$ cat src/rtl/capture_readout_sequencer.sv
`timescale 1ns / 1ps
// capture_readout_sequencer
//
// Runs one capture-then-readout pass over the shared sample RAM.
// A rising edge on start_req fills the RAM (wr_en/wr_addr, one word per
// cycle). The RAM is then drained to the host link in BURST_LEN-word bursts.
// Each burst is offered with burst_valid and read out once burst_ready
// accepts it. The sequencer then waits for transfer_done before re-arming.
//
// Optional build macro: CAPTURE_AUTO_REARM_EN
//   When defined, transfer_done in WAIT_DONE jumps straight into a new
//   capture if start_req is still high. When undefined, every run needs
//   a fresh start_req rising edge.
//
// Ports:
//   variable_clk_2  sole clock, rising edge
//   reset           synchronous, active-high
//   start_req       level start request; its rising edge starts a run
//   burst_ready     host link accepts the offered burst
//   transfer_done   host link finished the final burst (1-cycle pulse)
//   wr_en, wr_addr  RAM write port control during capture
//   rd_en, rd_addr  RAM read port control during a burst
//   burst_valid     burst offered to the host link
//   busy            high in every state except IDLE
//   done            one-cycle pulse at the end of a run
//   state_dbg       current FSM state encoding
module capture_readout_sequencer #(
  parameter int ADDR_WIDTH      = 14,
  parameter int MAX_RAM_ADDRESS = 16384,
  parameter int BURST_LEN       = 8
) (
  input  logic                  variable_clk_2,
  input  logic                  reset,
  input  logic                  start_req,
  input  logic                  burst_ready,
  input  logic                  transfer_done,
  output logic                  wr_en,
  output logic [ADDR_WIDTH-1:0] wr_addr,
  output logic                  rd_en,
  output logic [ADDR_WIDTH-1:0] rd_addr,
  output logic                  burst_valid,
  output logic                  busy,
  output logic                  done,
  output logic [2:0]            state_dbg
);

  typedef enum logic [2:0] {
    IDLE      = 3'd0,
    CAPTURE   = 3'd1,
    BURST_REQ = 3'd2,
    BURST_RD  = 3'd3,
    WAIT_DONE = 3'd4
  } state_t;

  localparam int BURST_BITS = $clog2(BURST_LEN);
  // One extra bit so the end-of-readout count is representable even when
  // the RAM spans the full address space.
  localparam logic [ADDR_WIDTH:0] MAX_CNT  = (ADDR_WIDTH + 1)'(MAX_RAM_ADDRESS);
  localparam logic [ADDR_WIDTH:0] LAST_CNT = MAX_CNT - 1'b1;

  state_t                state_reg, state_next;
  logic [ADDR_WIDTH-1:0] wr_addr_reg, wr_addr_next;
  logic [ADDR_WIDTH:0]   rd_cnt_reg, rd_cnt_next;
  logic                  done_next;
  logic                  wr_en_reg, rd_en_reg, burst_valid_reg, busy_reg, done_reg;

  // Set once start_req has been seen low. Reset clears it, so a button
  // held through reset must be released before it can start a run.
  logic start_armed_reg;
  logic start_edge;
  logic wr_last;
  logic beat_last;

  assign start_edge = start_req & start_armed_reg;
  assign wr_last    = ({1'b0, wr_addr_reg} == LAST_CNT);
  // Bursts are aligned to BURST_LEN, so the low count bits give the beat.
  assign beat_last  = &rd_cnt_reg[BURST_BITS-1:0];

  always_comb begin
    state_next   = state_reg;
    wr_addr_next = wr_addr_reg;
    rd_cnt_next  = rd_cnt_reg;
    done_next    = 1'b0;
    case (state_reg)
      IDLE: begin
        if (start_edge) begin
          state_next   = CAPTURE;
          wr_addr_next = '0;
          rd_cnt_next  = '0;
        end
      end
      CAPTURE: begin
        if (wr_last) begin
          state_next   = BURST_REQ;
          wr_addr_next = '0;
        end else begin
          wr_addr_next = wr_addr_reg + 1'b1;
        end
      end
      BURST_REQ: begin
        // burst_valid is high for the whole of this state.
        if (burst_ready) begin
          state_next = BURST_RD;
        end
      end
      BURST_RD: begin
        rd_cnt_next = rd_cnt_reg + 1'b1;
        if (beat_last) begin
          state_next = (rd_cnt_next == MAX_CNT) ? WAIT_DONE : BURST_REQ;
        end
      end
      WAIT_DONE: begin
        if (transfer_done) begin
          done_next = 1'b1;
`ifdef CAPTURE_AUTO_REARM_EN
          if (start_req) begin
            state_next   = CAPTURE;
            wr_addr_next = '0;
            rd_cnt_next  = '0;
          end else begin
            state_next = IDLE;
          end
`else
          state_next = IDLE;
`endif
        end
      end
      default: state_next = IDLE;
    endcase
  end

  // Output flags are registered from the next-state decode so they line
  // up with state_reg and never glitch.
  always_ff @(posedge variable_clk_2) begin
    if (reset) begin
      state_reg       <= IDLE;
      wr_addr_reg     <= '0;
      rd_cnt_reg      <= '0;
      start_armed_reg <= 1'b0;
      wr_en_reg       <= 1'b0;
      rd_en_reg       <= 1'b0;
      burst_valid_reg <= 1'b0;
      busy_reg        <= 1'b0;
      done_reg        <= 1'b0;
    end else begin
      state_reg       <= state_next;
      wr_addr_reg     <= wr_addr_next;
      rd_cnt_reg      <= rd_cnt_next;
      start_armed_reg <= ~start_req;
      wr_en_reg       <= (state_next == CAPTURE);
      rd_en_reg       <= (state_next == BURST_RD);
      burst_valid_reg <= (state_next == BURST_REQ);
      busy_reg        <= (state_next != IDLE);
      done_reg        <= done_next;
    end
  end

  assign wr_en       = wr_en_reg;
  assign wr_addr     = wr_addr_reg;
  assign rd_en       = rd_en_reg;
  assign rd_addr     = rd_cnt_reg[ADDR_WIDTH-1:0];
  assign burst_valid = burst_valid_reg;
  assign busy        = busy_reg;
  assign done        = done_reg;
  assign state_dbg   = state_reg;

endmodule
$ cat config.mk
export PLATFORM = sky130hd
export DESIGN_NAME = capture_readout_sequencer
export DESIGN_NICKNAME = d
export VERILOG_FILES = /design/src/rtl/capture_readout_sequencer.sv
export SDC_FILE = /design/constraint.sdc
export NUM_CORES = 1
export LEC_CHECK = 0
export ABC_AREA = 1
export CORE_MARGIN = 8
export CORE_UTILIZATION = 30
export CTS_BUF_LIST = sky130_fd_sc_hd__clkbuf_4 sky130_fd_sc_hd__clkbuf_8 sky130_fd_sc_hd__clkbuf_16
export DETAILED_ROUTE_END_ITERATION = 16
export PLACE_DENSITY = 0.57
export SETUP_SLACK_MARGIN = 0.1
export SLEW_MARGIN = 10
export SYNTH_ARGS = -nofsm -noshare
export SYNTH_HDL_FRONTEND = slang
export SYNTH_SLANG_ARGS = --single-unit
$ cat constraint.sdc
create_clock -name variable_clk_2 -period 2.6 [get_ports variable_clk_2]
set_input_delay 0.39 -clock variable_clk_2 [delete_from_list [all_inputs] [get_ports variable_clk_2]]
set_output_delay 0.39 -clock variable_clk_2 [all_outputs]
set_load 0.01 [all_outputs]
==> results.json, run 1 <==
{
  "clockBufferDepth": 2,
  "start_kind": "flip-flop",
  "place_congestion": 0.844,
  "cts_sinks": 38,
  "max-cap-violations": 0,
  "synth-edff-count": 0,
  "fin_nets": 384,
  "vias_per_cell": 4.59,
  "yosys.area.top_type_share": 0.340,
  "vias": 2174,
  "ys_ff_latch": 38,
  "drc": 0,
  "hp-class": "reg -> reg",
  "cts_tree": "built",
  "synthTopCellsByArea": "dfxtp_1 (34%), nand2_1 (17%), inv_1 (6.9%), a21oi_1 (6.5%), nand3_1 (6.3%)",
  "fin_worst_skew_ns": 0.00659,
  "worst_setup_path_end_kind": "flip-flop",
  "layout-drive-gt1-share": 0.0933,
  "antenna_found_initial": 0,
  "cts_max_level": 2,
  "post_cts_buffers": 0,
  "root_buffer": "clkbuf_8",
  "ios": 41,
  "fin_crit_sh": 0.753,
  "dieArea_um2": 10500,
  "grt_max_degree": 21,
  "syn_area_per_cell_um2": 6.51,
  "synth_cells": 343,
  "min_period_ns": 1.96,
  "leakage_nw": 0.990,
  "power.density_nw_per_um2": 371,
  "drt_iter0_markers": 90,
  "max_freq_mhz": 511,
  "peakVddDrop_v": 0.000164,
  "r2r_start": "rd_cnt_reg[0]$_SDFFE_PP0P_",
  "dieWidth_um": 102,
  "synth_top_area_cell": "dfxtp_1",
  "wirelength_um": 5730,
  "area_growth_pct": 22.7,
  "worstHoldStart": "rd_cnt_reg[14]$_SDFFE_PP0P_",
  "grt_pass1_wl_um": 9800,
  "clk_latency_ns": 0.28,
  "arrival_ns": 2.13,
  "synth_top_family_by_area": "simple AND/OR/NAND/NOR gates",
  "status": "completed",
  "critPathMaxFanout": 7,
  "hold_buffers": 0,
  "cts.clk_slew.worst_paths_ns": 0.08,
  "largest_reg_flops": 15,
  "initial_core_util": 0.308,
  "port_buffers": 40,
  "setup_violations": 0,
  "synthAdderAreaFrac": 0.0224,
  "synth_xor_area_frac": 0.00784,
  "crit_chain": "ha_1, ha_1, nand3b_1, nor2_1, nand2_1, nor2_2, nand3_1, o21ai_2, nand2_2, nand2_2, nand3_2",
  "cts_buffers": 5,
  "synthMuxAreaShare": 0,
  "synth-compound-area-share": 0.0952,
  "synthTopCellsByCount": "nand2_1 (99), inv_1 (41), dfxtp_1 (38)",
  "firstDrtPassIters": 4,
  "grt_setup_unrepaired": "false",
  "p_total_mw": 1.02,
  "setup_tns_ns": 0,
  "overflow": 0,
  "max_slew_margin": 0.649,
  "gr-usage-all-layers": 0.115,
  "ctsResizeCount": 0,
  "core_um2": 7250,
  "dp_hpwl_um": 4340,
  "synthArstFlopShare": 0,
  "yosys_most_used_dff": "dfxtp_1",
  "cp.required_ns": 2.77,
  "synth_most_common_cell": "nand2_1",
  "synth_fp_nets": 352,
  "fill_cells": 785,
  "ys_seq_area_frac": 0.340,
  "max_stage_delay_ns": 0.43,
  "wl_per_cell_um": 12.1,
  "finalMaxSlewViolations": 0,
  "yosysUniqueCellTypes": 31,
  "whs_ns": 0.481,
  "crit_start": "rd_cnt_reg[0]$_SDFFE_PP0P_",
  "fp.dieH_um": 102,
  "final_hold_viol_count": 0,
  "diodes": 0,
  "crit_path_top_delay_cell": "dfxtp_1",
  "worstMarginPinSlew_ns": 0.523,
  "detail-route-antenna-nets": 0,
  "yosysWarningCount": 0,
  "syn_area_um2": 2230,
  "rows": 31,
  "synth-simple-area-share": 0.403,
  "critPathKind": "reg -> reg",
  "grt_pass1_vias": 2143
}
## worst max-delay path: cells and delay by family (launching register included)
family          cells  cell delay, ns
flops               1            0.43
compound gates      1            0.15
simple gates        8            0.75
fa+ha+maj           2            0.52
## area by class of cell
type	count	area, um^2	area share
Multi-Input combinational cell	242	1180	0.430
Sequential cell	38	761	0.277
Timing Repair Buffer	45	438	0.160
Inverter	43	161	0.0589
Tap cell	99	124	0.0452
Clock buffer	5	68.8	0.0251
Clock inverter	2	10.0	0.00365
## cell usage in the layout, fill, tap and decap left out, types with 2 or more instances in the layout
| master | netlist | final |
|---|---|---|
| inv_1 | 41 | 41 |
| nand3b_1 | 2 | 2 |
| nand3_1 | 28 | 28 |
| nor2_1 | 28 | 28 |
| clkdlybuf4s50_1 | 0 | 40 |
| clkbuf_8 | 0 | 5 |
| ha_1 | 4 | 4 |
| clkinv_2 | 0 | 2 |
| xor2_1 | 2 | 2 |
| nand2_2 | 5 | 5 |
| o21bai_1 | 2 | 2 |
| dfxtp_1 | 38 | 38 |
| o21ai_0 | 3 | 3 |
| buf_4 | 15 | 5 |
| nor2_4 | 3 | 3 |
| a21oi_1 | 29 | 29 |
| nand4_1 | 9 | 9 |
| nor2_2 | 9 | 9 |
| nand2_1 | 99 | 99 |
| nor3_1 | 9 | 9 |
## path summary, 6_finish.rpt
check / depth (start not counted) / to / slack [ns]
max: 11 / busy$_SDFF_PP0_ / 0.64
min: 2 / rd_cnt_reg[14]$_SDFFE_PP0P_ / 0.48
max reg2reg: 11 / busy$_SDFF_PP0_ / 0.64
min reg2reg: 2 / rd_cnt_reg[14]$_SDFFE_PP0P_ / 0.48
## power by group
group,switching [mW],internal (mW)
logic,0.0273,0.0159
registers,0.00101,0.584
clock network,0.208,0.180
total,0.236,0.780
## through the flow
stage	cells	setup WS, ns	cell area (um^2)	utilization
after global placement	467	0.691	2660	0.367
after global routing	474	0.417	2740	0.378
final	474	0.642	2740	0.378
after CTS	474	0.624	2740	0.378
after detailed placement	467	0.651	2660	0.367
after floorplan	343	0.828	2230	-
## metal layers
layer | track usage | wire length (um) | up-vias
met4 | 0.0316 | 74 | 0
met2 | 0.189 | 2600 | 48
li1 | - | - | 1155
met1 | 0.142 | 2690 | 965
met3 | 0.0334 | 356 | 6
met5 | 0 | 0 | -
## kinds of logic after synthesis
family | count (synthesis)
compound gates | 39
fa+ha+maj | 4
flops | 38
xor+xnor | 2
simple gates | 197
buf+inv | 63
Power figures use the tool's default switching activity.
==> inputs of run 2 (changes only) <==
Clock period 2.6 ns to 2 ns, I/O delays scaled along.
==> results.json, run 2 (synthesized netlist as in run 1, its figures left out) <==
{
  "grt_pass1_vias": 2134,
  "critical_path_cell_count": 12,
  "dp_hpwl_um": 4290,
  "mostFrequentLayoutCell": "nand2_1",
  "dieArea_um2": 10500,
  "p_seq_frac": 0.464,
  "dp.cells": 470,
  "core_um2": 7250,
  "peakVddDrop_v": 0.000243,
  "critPathCapture": "busy$_SDFF_PP0_",
  "seqCellArea_um2": 763,
  "clk_latency_ns": 0.30,
  "crit_start": "rd_cnt_reg[0]$_SDFFE_PP0P_",
  "firstDrtPassIters": 4,
  "cts_tree": "built",
  "final_hold_viol_count": 0,
  "diodes": 0,
  "grt_setup_unrepaired": "true",
  "cp_top_family": "simple AND/OR/NAND/NOR gates",
  "setup_tns_ns": 0,
  "ios": 41,
  "drt_iter0_markers": 85,
  "layout-drive-gt1-share": 0.131,
  "cp_common_cell": "nand2_1",
  "r2r_end": "busy$_SDFF_PP0_",
  "area_growth_pct": 30.3,
  "r2r_slack_ns": 0.25,
  "clockBufferDepth": 2,
  "wirelength_um": 5770,
  "critPathMaxFanout": 6,
  "cts_max_level": 2,
  "max-cap-violations": 0,
  "root_buffer": "clkbuf_8",
  "overflow": 0,
  "initial_core_util": 0.308,
  "layout_common_cells": "nand2_1 (98), inv_1 (41), clkdlybuf4s50_1 (40)",
  "largest_reg_flops": 15,
  "critPathKind": "reg -> reg",
  "cp.required_ns": 2.19,
  "finalMaxSlewViolations": 0,
  "place_congestion": 0.853,
  "cts_buffers": 5,
  "port_buffers": 40,
  "wl_per_cell_um": 12.0,
  "worstMarginPinSlew_ns": 0.629,
  "max_freq_mhz": 572,
  "clkPwrFrac": 0.502,
  "cp.buffers_inverters": 1,
  "reg2reg_depth": 12,
  "detail-route-antenna-nets": 0,
  "fin_crit_sh": 0.875,
  "grt_max_degree": 19,
  "min_period_ns": 1.75,
  "start_kind": "flip-flop",
  "antenna_found_initial": 0,
  "power.density_nw_per_um2": 563,
  "fill_cells": 770,
  "cts_sinks": 38,
  "cts.clk_slew.worst_paths_ns": 0.08,
  "fin_nets": 389,
  "arrival_ns": 1.94,
  "status": "completed",
  "grt_pass1_wl_um": 9770,
  "max_stage_delay_ns": 0.38,
  "max_slew_margin": 0.580,
  "multi_input_area_um2": 1250,
  "crit_chain": "buf_4, nand2_1, nor2_4, nand3_1, nand2_1, nand2_1, nor2_2, nand3_1, o21ai_2, nand2_2, nand2_2, nand3_2",
  "sw_frac_of_total": 0.200,
  "rows": 31,
  "vias_per_cell": 4.55,
  "setup_violations": 0,
  "power_switching_mw": 0.328,
  "drc": 0,
  "vias": 2186,
  "crit_path_top_delay_cell": "dfxtp_1",
  "hold_buffers": 0,
  "fin_cells": 480,
  "internal_power_mw": 1.31,
  "leakage_nw": 1.05,
  "fp.dieH_um": 102,
  "r2r_start": "rd_cnt_reg[0]$_SDFFE_PP0P_",
  "hp-class": "reg -> reg",
  "comb_power_share": 0.035,
  "dieWidth_um": 102,
  "gr-usage-all-layers": 0.117,
  "worst_setup_path_end_kind": "flip-flop",
  "fin_worst_skew_ns": 0.00381
}
-- run 2: worst min-delay path, cell delays in order (launching register included) --
cell and delay (ns):
dfxtp_1 0.32, nand2_1 0.07, a21oi_1 0.05
-- run 2: per-layer routing --
metal | global-route usage | vias up | wire length (um) | part of all wire
met2 | 0.191 | 39 | 2690 | 0.47
met3 | 0.0361 | 9 | 318 | 0.055
li1 | - | 1154 | - | -
met1 | 0.138 | 984 | 2660 | 0.46
met4 | 0.0474 | 0 | 103 | 0.018
met5 | 0 | - | 0 | 0
-- run 2: area by class of cell --
cell class | instances | area share
Tap cell | 99 | 0.0425
Sequential cell | 38 | 0.262
Multi-Input combinational cell | 242 | 0.428
Inverter | 43 | 0.0554
Clock buffer | 6 | 0.0284
Clock inverter | 2 | 0.0206
Timing Repair Buffer | 50 | 0.163
-- run 2: worst min-delay path by stage --
stage | startpoint | to | slack, ns | depth (start not counted)
floorplan | start_req | start_armed_reg$_SDFF_PP0_ | 0.37 | 1
global placement | rd_cnt_reg[14]$_SDFFE_PP0P_ | rd_cnt_reg[14]$_SDFFE_PP0P_ | 0.47 | 2
detailed placement | rd_cnt_reg[14]$_SDFFE_PP0P_ | rd_cnt_reg[14]$_SDFFE_PP0P_ | 0.47 | 2
CTS | rd_cnt_reg[14]$_SDFFE_PP0P_ | rd_cnt_reg[14]$_SDFFE_PP0P_ | 0.48 | 2
global route | rd_cnt_reg[14]$_SDFFE_PP0P_ | rd_cnt_reg[14]$_SDFFE_PP0P_ | 0.52 | 2
finish | rd_cnt_reg[14]$_SDFFE_PP0P_ | rd_cnt_reg[14]$_SDFFE_PP0P_ | 0.48 | 2
-- run 2: stage by stage --
step / utilization / hold slack (ns) / worst slack, ns / cell area, um^2 / power (mW)
2_1_floorplan: - / 0.372 / 0.228 / 2230 / 0.808
3_3_place_gp: 0.370 / 0.466 / 0.205 / 2690 / 0.834
3_5_place_dp: 0.370 / 0.470 / 0.174 / 2690 / 0.834
4_1_cts: 0.390 / 0.483 / 0.164 / 2830 / 1.66
5_1_grt: 0.402 / 0.523 / 0.0744 / 2910 / 1.70
6_report: 0.402 / 0.484 / 0.251 / 2910 / 1.64
-- run 2: what timing repair did --
| action | 4_1_cts | 5_1_grt |
|---|---|---|
| setup buffers | 0 | 2 |
| resized for setup | 0 | 14 |
| setup endpoints to repair | 0 | 7 |
-- run 2: power groups by stage --
stage	clock (mW)	sequential, mW	combinational [mW]
3_5_place_dp	0	0.778	0.0559
4_1_cts	0.845	0.760	0.0562
5_1_grt	0.878	0.760	0.0626
3_3_place_gp	0	0.778	0.0559
2_1_floorplan	0	0.779	0.0294
6_report	0.822	0.760	0.0568
